File: config.mk
export PLATFORM = sky130hd
export DESIGN_NAME = multicycle_controller_flat
export DESIGN_NICKNAME = d
export VERILOG_FILES = /design/src/rtl/multicycle_controller_if.sv /design/src/rtl/multicycle_controller.sv /design/src/flat_wrapper.sv
export SDC_FILE = /design/constraint.sdc
export NUM_CORES = 1
export LEC_CHECK = 0
export BUFFER_PORTS_ARGS = -buffer_cell sky130_fd_sc_hd__buf_2
export CAP_MARGIN = 10
export CORE_MARGIN = 5
export CORE_UTILIZATION = 38
export CTS_CLUSTER_DIAMETER = 80
export DETAILED_ROUTE_END_ITERATION = 6
export HOLD_SLACK_MARGIN = 0.03
export PLACE_DENSITY_LB_ADDON = 0.1
export SETUP_SLACK_MARGIN = 0.1
export SKIP_CTS_REPAIR_TIMING = 1
export SYNTH_ARGS = -nofsm -noshare
export SYNTH_HDL_FRONTEND = slang
export SYNTH_SLANG_ARGS = --single-unit
File: constraint.sdc
create_clock -name clk -period 1.7 [get_ports clk]
set_clock_uncertainty 0.2 [all_clocks]
set_input_delay 0.17 -clock clk [delete_from_list [all_inputs] [get_ports clk]]
set_output_delay 0.17 -clock clk [all_outputs]
set_load 0.1 [all_outputs]
File: src/rtl/multicycle_controller_if.sv
// -----------------------------------------------------------------------------
// multicycle_controller_if
// Purpose : bundles the instruction fields, ALU flag, memory handshake and all
//           datapath control lines exchanged between the multicycle controller
//           and its datapath.
// Modports:
//   master - the controller: receives op/funct/zero/mem_ready, drives controls
//   slave  - the datapath: drives op/funct/zero/mem_ready, receives controls
// Optional: CTRL_PERF_EN adds the cycle_count / instr_count performance lines.
// -----------------------------------------------------------------------------
interface multicycle_controller_if #(
    parameter int OP_W     = 5,
    parameter int FN_W     = 4,
    parameter int ALUCTL_W = 4,
    parameter int PERF_W   = 32
);
    logic [OP_W-1:0]     op;
    logic [FN_W-1:0]     funct;
    logic                zero;
    logic                mem_ready;

    logic                mem_req;
    logic                iord;
    logic                memwrite;
    logic                irwrite;
    logic                regwrite;
    logic                regdst;
    logic                memtoreg;
    logic                alusrca;
    logic [1:0]          alusrcb;
    logic [1:0]          pcsrc;
    logic                pcen;
    logic [ALUCTL_W-1:0] alucontrol;
    logic                illegal;
    logic [3:0]          state;

`ifdef CTRL_PERF_EN
    logic [PERF_W-1:0]   cycle_count;
    logic [PERF_W-1:0]   instr_count;

    modport master (
        input  op, funct, zero, mem_ready,
        output mem_req, iord, memwrite, irwrite, regwrite, regdst, memtoreg,
               alusrca, alusrcb, pcsrc, pcen, alucontrol, illegal, state,
               cycle_count, instr_count
    );
    modport slave (
        output op, funct, zero, mem_ready,
        input  mem_req, iord, memwrite, irwrite, regwrite, regdst, memtoreg,
               alusrca, alusrcb, pcsrc, pcen, alucontrol, illegal, state,
               cycle_count, instr_count
    );
`else
    modport master (
        input  op, funct, zero, mem_ready,
        output mem_req, iord, memwrite, irwrite, regwrite, regdst, memtoreg,
               alusrca, alusrcb, pcsrc, pcen, alucontrol, illegal, state
    );
    modport slave (
        output op, funct, zero, mem_ready,
        input  mem_req, iord, memwrite, irwrite, regwrite, regdst, memtoreg,
               alusrca, alusrcb, pcsrc, pcen, alucontrol, illegal, state
    );
`endif
endinterface

File: src/rtl/multicycle_controller.sv
// -----------------------------------------------------------------------------
// multicycle_controller
// Purpose : Moore control FSM for a multicycle CPU sharing one memory for
//           instructions and data. Sequences fetch/decode/execute/memory/
//           writeback and waits on mem_ready for every memory access.
// Ports   :
//   clk      - rising-edge clock
//   reset_n  - asynchronous active-low reset; forces FETCH and zeroes outputs
//   bus      - multicycle_controller_if.master (instruction fields, zero flag,
//              mem_ready in; all datapath controls and debug state out)
// Optional: define CTRL_PERF_EN to add cycle_count / instr_count counters.
//
// State table:
//   FETCH  | read instruction at PC, PC+4, load IR on mem_ready
//   DECODE | read registers, precompute branch target, dispatch on op
//   MEMADR | compute load/store address
//   MEMRD  | read data memory until mem_ready
//   MEMWB  | write loaded data to rt
//   MEMWR  | write data memory until mem_ready
//   EXEC   | R-type ALU operation selected by funct
//   ALUWB  | write ALU result to rd
//   ADDIEX | add sign-extended immediate
//   ADDIWB | write ADDI result to rt
//   BRANCH | compare and conditionally load branch target
//   JUMP   | load jump target
// -----------------------------------------------------------------------------
module multicycle_controller #(
    parameter int                 OP_W     = 5,
    parameter int                 FN_W     = 4,
    parameter int                 ALUCTL_W = 4,
    parameter logic [OP_W-1:0]    OP_RTYPE = 5'h00,
    parameter logic [OP_W-1:0]    OP_LW    = 5'h01,
    parameter logic [OP_W-1:0]    OP_SW    = 5'h02,
    parameter logic [OP_W-1:0]    OP_BEQ   = 5'h03,
    parameter logic [OP_W-1:0]    OP_ADDI  = 5'h04,
    parameter logic [OP_W-1:0]    OP_J     = 5'h05,
    parameter logic [ALUCTL_W-1:0] ALU_ADD = 4'h0,
    parameter logic [ALUCTL_W-1:0] ALU_SUB = 4'h1,
    parameter int                 PERF_W   = 32
) (
    input  logic                     clk,
    input  logic                     reset_n,
    multicycle_controller_if.master  bus
);

    typedef enum logic [3:0] {
        S_FETCH  = 4'd0,
        S_DECODE = 4'd1,
        S_MEMADR = 4'd2,
        S_MEMRD  = 4'd3,
        S_MEMWB  = 4'd4,
        S_MEMWR  = 4'd5,
        S_EXEC   = 4'd6,
        S_ALUWB  = 4'd7,
        S_ADDIEX = 4'd8,
        S_ADDIWB = 4'd9,
        S_BRANCH = 4'd10,
        S_JUMP   = 4'd11
    } state_t;

    state_t st;
    // op is only sampled in DECODE, so the load/store choice for MEMADR is kept here.
    logic   is_store;
    logic   op_legal;

    assign op_legal = (bus.op == OP_RTYPE) || (bus.op == OP_LW)   ||
                      (bus.op == OP_SW)    || (bus.op == OP_BEQ)  ||
                      (bus.op == OP_ADDI)  || (bus.op == OP_J);

    always_ff @(posedge clk or negedge reset_n) begin
        if (!reset_n) begin
            st       <= S_FETCH;
            is_store <= 1'b0;
        end else begin
            case (st)
                S_FETCH:  if (bus.mem_ready) st <= S_DECODE;
                S_DECODE: begin
                    is_store <= (bus.op == OP_SW);
                    if (bus.op == OP_LW || bus.op == OP_SW) st <= S_MEMADR;
                    else if (bus.op == OP_RTYPE)            st <= S_EXEC;
                    else if (bus.op == OP_ADDI)             st <= S_ADDIEX;
                    else if (bus.op == OP_BEQ)              st <= S_BRANCH;
                    else if (bus.op == OP_J)                st <= S_JUMP;
                    else                                    st <= S_FETCH;
                end
                S_MEMADR: st <= is_store ? S_MEMWR : S_MEMRD;
                S_MEMRD:  if (bus.mem_ready) st <= S_MEMWB;
                S_MEMWR:  if (bus.mem_ready) st <= S_FETCH;
                S_EXEC:   st <= S_ALUWB;
                S_ADDIEX: st <= S_ADDIWB;
                default:  st <= S_FETCH;
            endcase
        end
    end

    // Outputs are decoded from state; reset_n gates them so that strobes drop
    // in the same cycle the reset is asserted, not at the next edge.
    always_comb begin
        bus.mem_req    = 1'b0;
        bus.iord       = 1'b0;
        bus.memwrite   = 1'b0;
        bus.irwrite    = 1'b0;
        bus.regwrite   = 1'b0;
        bus.regdst     = 1'b0;
        bus.memtoreg   = 1'b0;
        bus.alusrca    = 1'b0;
        bus.alusrcb    = 2'b00;
        bus.pcsrc      = 2'b00;
        bus.pcen       = 1'b0;
        bus.alucontrol = ALU_ADD;
        bus.illegal    = 1'b0;
        bus.state      = st;
        if (reset_n) begin
            case (st)
                S_FETCH: begin
                    bus.mem_req = 1'b1;
                    bus.alusrcb = 2'b01;
                    bus.irwrite = bus.mem_ready;
                    bus.pcen    = bus.mem_ready;
                end
                S_DECODE: begin
                    bus.alusrcb = 2'b11;
                    bus.illegal = !op_legal;
                end
                S_MEMADR: begin
                    bus.alusrca = 1'b1;
                    bus.alusrcb = 2'b10;
                end
                S_MEMRD: begin
                    bus.mem_req = 1'b1;
                    bus.iord    = 1'b1;
                end
                S_MEMWB: begin
                    bus.regwrite = 1'b1;
                    bus.memtoreg = 1'b1;
                end
                S_MEMWR: begin
                    bus.mem_req  = 1'b1;
                    bus.iord     = 1'b1;
                    bus.memwrite = 1'b1;
                end
                S_EXEC: begin
                    bus.alusrca    = 1'b1;
                    bus.alucontrol = bus.funct[ALUCTL_W-1:0];
                end
                S_ALUWB: begin
                    bus.regwrite = 1'b1;
                    bus.regdst   = 1'b1;
                end
                S_ADDIEX: begin
                    bus.alusrca = 1'b1;
                    bus.alusrcb = 2'b10;
                end
                S_ADDIWB: bus.regwrite = 1'b1;
                S_BRANCH: begin
                    bus.alusrca    = 1'b1;
                    bus.alucontrol = ALU_SUB;
                    bus.pcsrc      = 2'b01;
                    bus.pcen       = bus.zero;
                end
                S_JUMP: begin
                    bus.pcsrc = 2'b10;
                    bus.pcen  = 1'b1;
                end
                default: ;
            endcase
        end
    end

`ifdef CTRL_PERF_EN
    logic [PERF_W-1:0] cycle_cnt;
    logic [PERF_W-1:0] instr_cnt;

    always_ff @(posedge clk or negedge reset_n) begin
        if (!reset_n) begin
            cycle_cnt <= '0;
            instr_cnt <= '0;
        end else begin
            cycle_cnt <= cycle_cnt + PERF_W'(1);
            if (st == S_DECODE && op_legal) instr_cnt <= instr_cnt + PERF_W'(1);
        end
    end

    assign bus.cycle_count = cycle_cnt;
    assign bus.instr_count = instr_cnt;
`endif

endmodule

File: src/flat_wrapper.sv
// flat-port wrapper written by rule: the top's interface ports become plain ports
module multicycle_controller_flat 
#(
    parameter int                 OP_W     = 5,
    parameter int                 FN_W     = 4,
    parameter int                 ALUCTL_W = 4,
    parameter logic [OP_W-1:0]    OP_RTYPE = 5'h00,
    parameter logic [OP_W-1:0]    OP_LW    = 5'h01,
    parameter logic [OP_W-1:0]    OP_SW    = 5'h02,
    parameter logic [OP_W-1:0]    OP_BEQ   = 5'h03,
    parameter logic [OP_W-1:0]    OP_ADDI  = 5'h04,
    parameter logic [OP_W-1:0]    OP_J     = 5'h05,
    parameter logic [ALUCTL_W-1:0] ALU_ADD = 4'h0,
    parameter logic [ALUCTL_W-1:0] ALU_SUB = 4'h1,
    parameter int                 PERF_W   = 32
)
  (clk, reset_n, bus_op, bus_funct, bus_zero, bus_mem_ready, bus_mem_req, bus_iord, bus_memwrite, bus_irwrite, bus_regwrite, bus_regdst, bus_memtoreg, bus_alusrca, bus_alusrcb, bus_pcsrc, bus_pcen, bus_alucontrol, bus_illegal, bus_state);
  multicycle_controller_if #(.OP_W(OP_W), .FN_W(FN_W), .ALUCTL_W(ALUCTL_W), .PERF_W(PERF_W)) bus_i ();
  input  logic clk;
  input  logic reset_n;
  input wire logic [$bits(bus_i.op)-1:0] bus_op;
  input wire logic [$bits(bus_i.funct)-1:0] bus_funct;
  input wire logic [$bits(bus_i.zero)-1:0] bus_zero;
  input wire logic [$bits(bus_i.mem_ready)-1:0] bus_mem_ready;
  output wire logic [$bits(bus_i.mem_req)-1:0] bus_mem_req;
  output wire logic [$bits(bus_i.iord)-1:0] bus_iord;
  output wire logic [$bits(bus_i.memwrite)-1:0] bus_memwrite;
  output wire logic [$bits(bus_i.irwrite)-1:0] bus_irwrite;
  output wire logic [$bits(bus_i.regwrite)-1:0] bus_regwrite;
  output wire logic [$bits(bus_i.regdst)-1:0] bus_regdst;
  output wire logic [$bits(bus_i.memtoreg)-1:0] bus_memtoreg;
  output wire logic [$bits(bus_i.alusrca)-1:0] bus_alusrca;
  output wire logic [$bits(bus_i.alusrcb)-1:0] bus_alusrcb;
  output wire logic [$bits(bus_i.pcsrc)-1:0] bus_pcsrc;
  output wire logic [$bits(bus_i.pcen)-1:0] bus_pcen;
  output wire logic [$bits(bus_i.alucontrol)-1:0] bus_alucontrol;
  output wire logic [$bits(bus_i.illegal)-1:0] bus_illegal;
  output wire logic [$bits(bus_i.state)-1:0] bus_state;
  assign bus_i.op = bus_op;
  assign bus_i.funct = bus_funct;
  assign bus_i.zero = bus_zero;
  assign bus_i.mem_ready = bus_mem_ready;
  assign bus_mem_req = bus_i.mem_req;
  assign bus_iord = bus_i.iord;
  assign bus_memwrite = bus_i.memwrite;
  assign bus_irwrite = bus_i.irwrite;
  assign bus_regwrite = bus_i.regwrite;
  assign bus_regdst = bus_i.regdst;
  assign bus_memtoreg = bus_i.memtoreg;
  assign bus_alusrca = bus_i.alusrca;
  assign bus_alusrcb = bus_i.alusrcb;
  assign bus_pcsrc = bus_i.pcsrc;
  assign bus_pcen = bus_i.pcen;
  assign bus_alucontrol = bus_i.alucontrol;
  assign bus_illegal = bus_i.illegal;
  assign bus_state = bus_i.state;
  multicycle_controller #(.OP_W(OP_W), .FN_W(FN_W), .ALUCTL_W(ALUCTL_W), .OP_RTYPE(OP_RTYPE), .OP_LW(OP_LW), .OP_SW(OP_SW), .OP_BEQ(OP_BEQ), .OP_ADDI(OP_ADDI), .OP_J(OP_J), .ALU_ADD(ALU_ADD), .ALU_SUB(ALU_SUB), .PERF_W(PERF_W)) u_core (.clk(clk), .reset_n(reset_n), .bus(bus_i));
endmodule
==> impl_metrics.json, run 1 <==
{
  "timing.repair.worst_endpoint_type": "top-level output",
  "synth.largest_area_cell": "dfrtp_1",
  "timing.grt.repair.worst_endpoint": "bus_illegal",
  "floorplan.rows": 14,
  "synth.avg_cell_area_um2": 7.05,
  "synth_edf_count": 0,
  "stop_error": "[ERROR DPL-0038] Utilization greater than 100%, impossible to legalize",
  "syn_inst": 83,
  "share_of_synthesized_flip_flops_with_an_asynchronous_set_or_reset_pct": 100,
  "clock_tree.htree_level_count": 1,
  "ys_warn_count": 0,
  "synth_cell_type_count": 32,
  "syn-num-nets": 96,
  "floorplan.initialDensity_pct": 39.3,
  "yosys_most_used_dff": "dfrtp_1",
  "portBuffers": 34,
  "preCtsSetupSlack_ns": -0.136,
  "ys_seq_elements": 5,
  "dpl_wire_length_mm": 2.84,
  "outcome": "stopped before the end",
  "ys_seq_area_share_pct": 21.4,
  "synth.cell_area_um2": 586,
  "outcome.stop_stage": "global routing",
  "synth_area_leaders": "dfrtp_1, nor2_1, nor3_1, nor2b_1, o21ai_0",
  "cts.sink_count": 5,
  "grt_max_degree": 15,
  "place_area_um2": 1450,
  "die_height_um": 49.3,
  "synth_top_area_share_pct": 21.4,
  "globalplace.congestion": 0.940,
  "clockBufferDepth": 2,
  "ioPinCount": 35,
  "cts_root_buf": "clkbuf_4",
  "overall_die_width_um": 49.3,
  "tritoncts.num_buffers": 3
}
==> stage by stage <==
step,TNS (ns),hold slack [ns],std cells
after floorplan,-7.72,-0.326,83
after global placement,-0.0792,0.0319,147
after detailed placement,-0.895,0.0321,147
after CTS,-6.19,-0.235,151
==> Yosys cell counts, types with 2 or more instances <==
cell      count
nand2b_1      3
a21oi_1       4
nor2b_1       4
inv_1         3
o21ai_0       5
nor2_1       14
nand3b_1      3
clkbuf_1      4
and2_1        3
a22oi_1       2
nand2_1       6
and3_1        3
nor3_1        6
dfrtp_1       5
==> cell families after synthesis <==
family	count (synthesis)	share of synthesized area, %
AND/OR/NAND/NOR	46	43.4
AO/OA/AOI/OAI	20	23.1
buffers and inverters	9	7.26
flip-flops	5	21.4
XOR/XNOR	2	2.99
multiplexers	1	1.92
==> run 2: changes to the inputs <==
- CORE_AREA: default -> 5 5 66 68
- CORE_MARGIN: 5 -> default
- CORE_UTILIZATION: 38 -> default
- CTS_CLUSTER_DIAMETER: 80 -> default
- DIE_AREA: default -> 0 0 71 73
- HOLD_SLACK_MARGIN: 0.03 -> default
- PLACE_DENSITY_LB_ADDON: 0.1 -> 0.15
- SETUP_SLACK_MARGIN: 0.1 -> default
- clock period: 1.7 -> 2.2 ns (I/O delays scaled with it)
==> run 2 against run 1 <==
Net effect:
- the run now ends clean
- synthesized cell count is the same
- synthesized area is the same
==> impl_metrics.json, run 2 <==
{
  "detailedRoute.firstPassIterationCount": 4,
  "gr-total-overflow": 0,
  "synth.most_common_cell": "nor2_1",
  "muxShareOfSynthArea_pct": 1.92,
  "dr_total_vias": 715,
  "timing_hold_violations_final": 0,
  "areaGrowthSynthToFinish_pct": 111,
  "rsz0062_at_grt": "false",
  "timing_worst_setup_path_type": "flip-flop to output pin",
  "ys_warn_count": 0,
  "gr-usage-all-layers_pct": 8.01,
  "max_slew.worst_pin.slew_ns": 0.495,
  "antenna_cells": 0,
  "timing.max_cap.violations": 0,
  "clockBufferDepth": 2,
  "syn-num-nets": 96,
  "post_synth_most_frequent_cells": "nor2_1, nand2_1, nor3_1, dfrtp_1, o21ai_0",
  "combinationalPowerShare_pct": 72.2,
  "leak_pwr_nw": 0.473,
  "first_iter_violations": 13,
  "cts.sink_count": 5,
  "grt_antenna_before_repair": 0,
  "whs_ns": 0.0867,
  "synth_top_area_share_pct": 21.4,
  "syn_inst": 83,
  "die_height_um": 73,
  "layout.cells.most_common": "buf_2",
  "rrSetupSlack_ns": 0.31,
  "grt_max_degree": 20,
  "worst_ir_drop_vdd_v": 0.000411,
  "synth_area_leaders": "dfrtp_1, nor2_1, nor3_1, nor2b_1, o21ai_0",
  "globalplace.congestion": 0.741,
  "filler_cell_count": 409,
  "worstSetupStartpointType": "flip-flop",
  "number_of_vias_per_cell_after_detailed_routing": 4.28,
  "largest_register_ffs": 4,
  "synth_top_family_by_area": "simple AND/OR/NAND/NOR gates",
  "preCtsSetupSlack_ns": 0.253,
  "clock_latency_ns": 0.22,
  "total_die_area_um2": 5180,
  "synth_cell_type_count": 32,
  "crit_path_end_kind": "output pin",
  "floorplan.initialDensity_pct": 15.4,
  "synth.largest_area_cell": "dfrtp_1",
  "power.clock.fraction_pct": 10.3,
  "setup-violations-final": 0,
  "dpl_wire_length_mm": 1.72,
  "global_route_wire_length_before_repair_mm": 3.39,
  "synth-adder-area-share_pct": 0,
  "overall_die_width_um": 71,
  "final_layout_size_suffix_gt1_share_pct": 59.0,
  "yosys_most_used_dff": "dfrtp_1",
  "wire_per_inst_um": 12.5,
  "post-route-min-period_ns": 2.07,
  "timing_max_transition_violations_final": 0,
  "synth_edf_count": 0,
  "cts_root_buf": "clkbuf_8",
  "mostFrequentLayoutCells": "buf_2, buf_12, nor2_1, nand2_1",
  "tritoncts": "built",
  "internal-power_mw": 0.626,
  "ys_seq_area_share_pct": 21.4,
  "finalNetCount": 131,
  "portBuffers": 34,
  "finalWorstSetupSlack_ns": 0.134,
  "ioPinCount": 35,
  "final_antenna_net_count": 0,
  "worstPathRequired_ns": 1.78,
  "synth.avg_cell_area_um2": 7.05,
  "share_of_synthesized_flip_flops_with_an_asynchronous_set_or_reset_pct": 100,
  "floorplan.rows": 23,
  "final_core_util_pct": 32.5,
  "first_global_vias": 708,
  "synth-compound-area-share_pct": 23.1,
  "worstPathArrival_ns": 1.65,
  "ys_seq_elements": 5,
  "outcome": "complete, no violations",
  "post_synth_xor_area_fraction_pct": 2.99,
  "power.density_nw_per_um2": 1300,
  "worst-path-max-fanout": 16,
  "detail_route.wirelength_mm": 2.10,
  "seqPwrFrac_pct": 17.5,
  "slew_headroom_pct": 67.2,
  "post-route-drc-count": 0,
  "swShare_pct": 61.0,
  "synth_simple_gate_area_share_pct": 43.4,
  "power.switching_mw": 0.978,
  "clock_tree.htree_level_count": 1,
  "synth.cell_area_um2": 586,
  "clk_pin_slew_worst_paths_ns": 0.03,
  "finalCritPeriodShare_pct": 93.9,
  "core_area_um2": 3800,
  "fmax_ghz": 0.484,
  "tritoncts.num_buffers": 3,
  "hold_class": "primary input to flip-flop"
}
[run 2: layer usage]
metal / vias to the layer above / global-route usage (%) / wire, µm
met2: 29 / 13.9 / 1060
met5: - / 0 / 0
met1: 323 / 9.34 / 834
li1: 361 / - / -
met3: 2 / 2.20 / 181
met4: 0 / 3.13 / 19
[run 2: cell families after synthesis]
logic type | count (synthesis)
mux | 1
buf+inv | 9
xor+xnor | 2
compound gates | 20
simple gates | 46
flops | 5
[run 2: metrics by stage]
| step | instances | area (µm²) | setup TNS, ns | total power [mW] |
|---|---|---|---|---|
| 6_report | 167 | 1230 | 0 | 1.60 |
| 5_1_grt | 167 | 1230 | 0 | 1.69 |
| 4_1_cts | 166 | 1220 | 0 | 1.62 |
| 3_5_place_dp | 162 | 1170 | 0 | 1.45 |
| 3_3_place_gp | 162 | 1170 | 0 | 1.45 |
| 2_1_floorplan | 83 | 810 | -1.39 | 1.25 |
[run 2: critical path: stages (launching register included)]
cell      delay, ns
dfrtp_4        0.58
nor4b_4        0.34
inv_2          0.10
a211oi_4       0.20
buf_12         0.21
[run 2: area by class of cell]
type | count | area (µm²) | share of cell area [%]
Tap cell | 50 | 62.6 | 5.07
Clock buffer | 4 | 45.0 | 3.65
Multi-Input combinational cell | 69 | 563 | 45.6
Inverter | 3 | 11.3 | 0.912
Timing Repair Buffer | 36 | 413 | 33.4
Sequential cell | 5 | 140 | 11.3
[run 2: final timing paths]
| path | cells past startpoint | start | to |
|---|---|---|---|
| worst min register to register | 1 | u_core.is_store | u_core.is_store |
| worst min-delay path | 2 | bus_op[1] | u_core.is_store |
| worst max-delay path | 4 | u_core.bus.state[3] | bus_illegal |
| max in group asynchronous | 2 | reset_n | u_core.bus.state[3] |
| worst max register to register | 4 | u_core.bus.state[3] | u_core.bus.state[2] |
| min in group asynchronous | 2 | reset_n | u_core.bus.state[1] |
[run 2: power by group through the flow]
| stage | combinational [mW] | sequential, mW | clock (mW) |
|---|---|---|---|
| 3_3_place_gp | 1.16 | 0.281 | 0 |
| 6_report | 1.16 | 0.280 | 0.166 |
| 5_1_grt | 1.21 | 0.297 | 0.179 |
| 2_1_floorplan | 0.919 | 0.330 | 0 |
| 3_5_place_dp | 1.17 | 0.286 | 0 |
| 4_1_cts | 1.17 | 0.284 | 0.171 |
No activity file was read; power rests on OpenSTA's default activity.
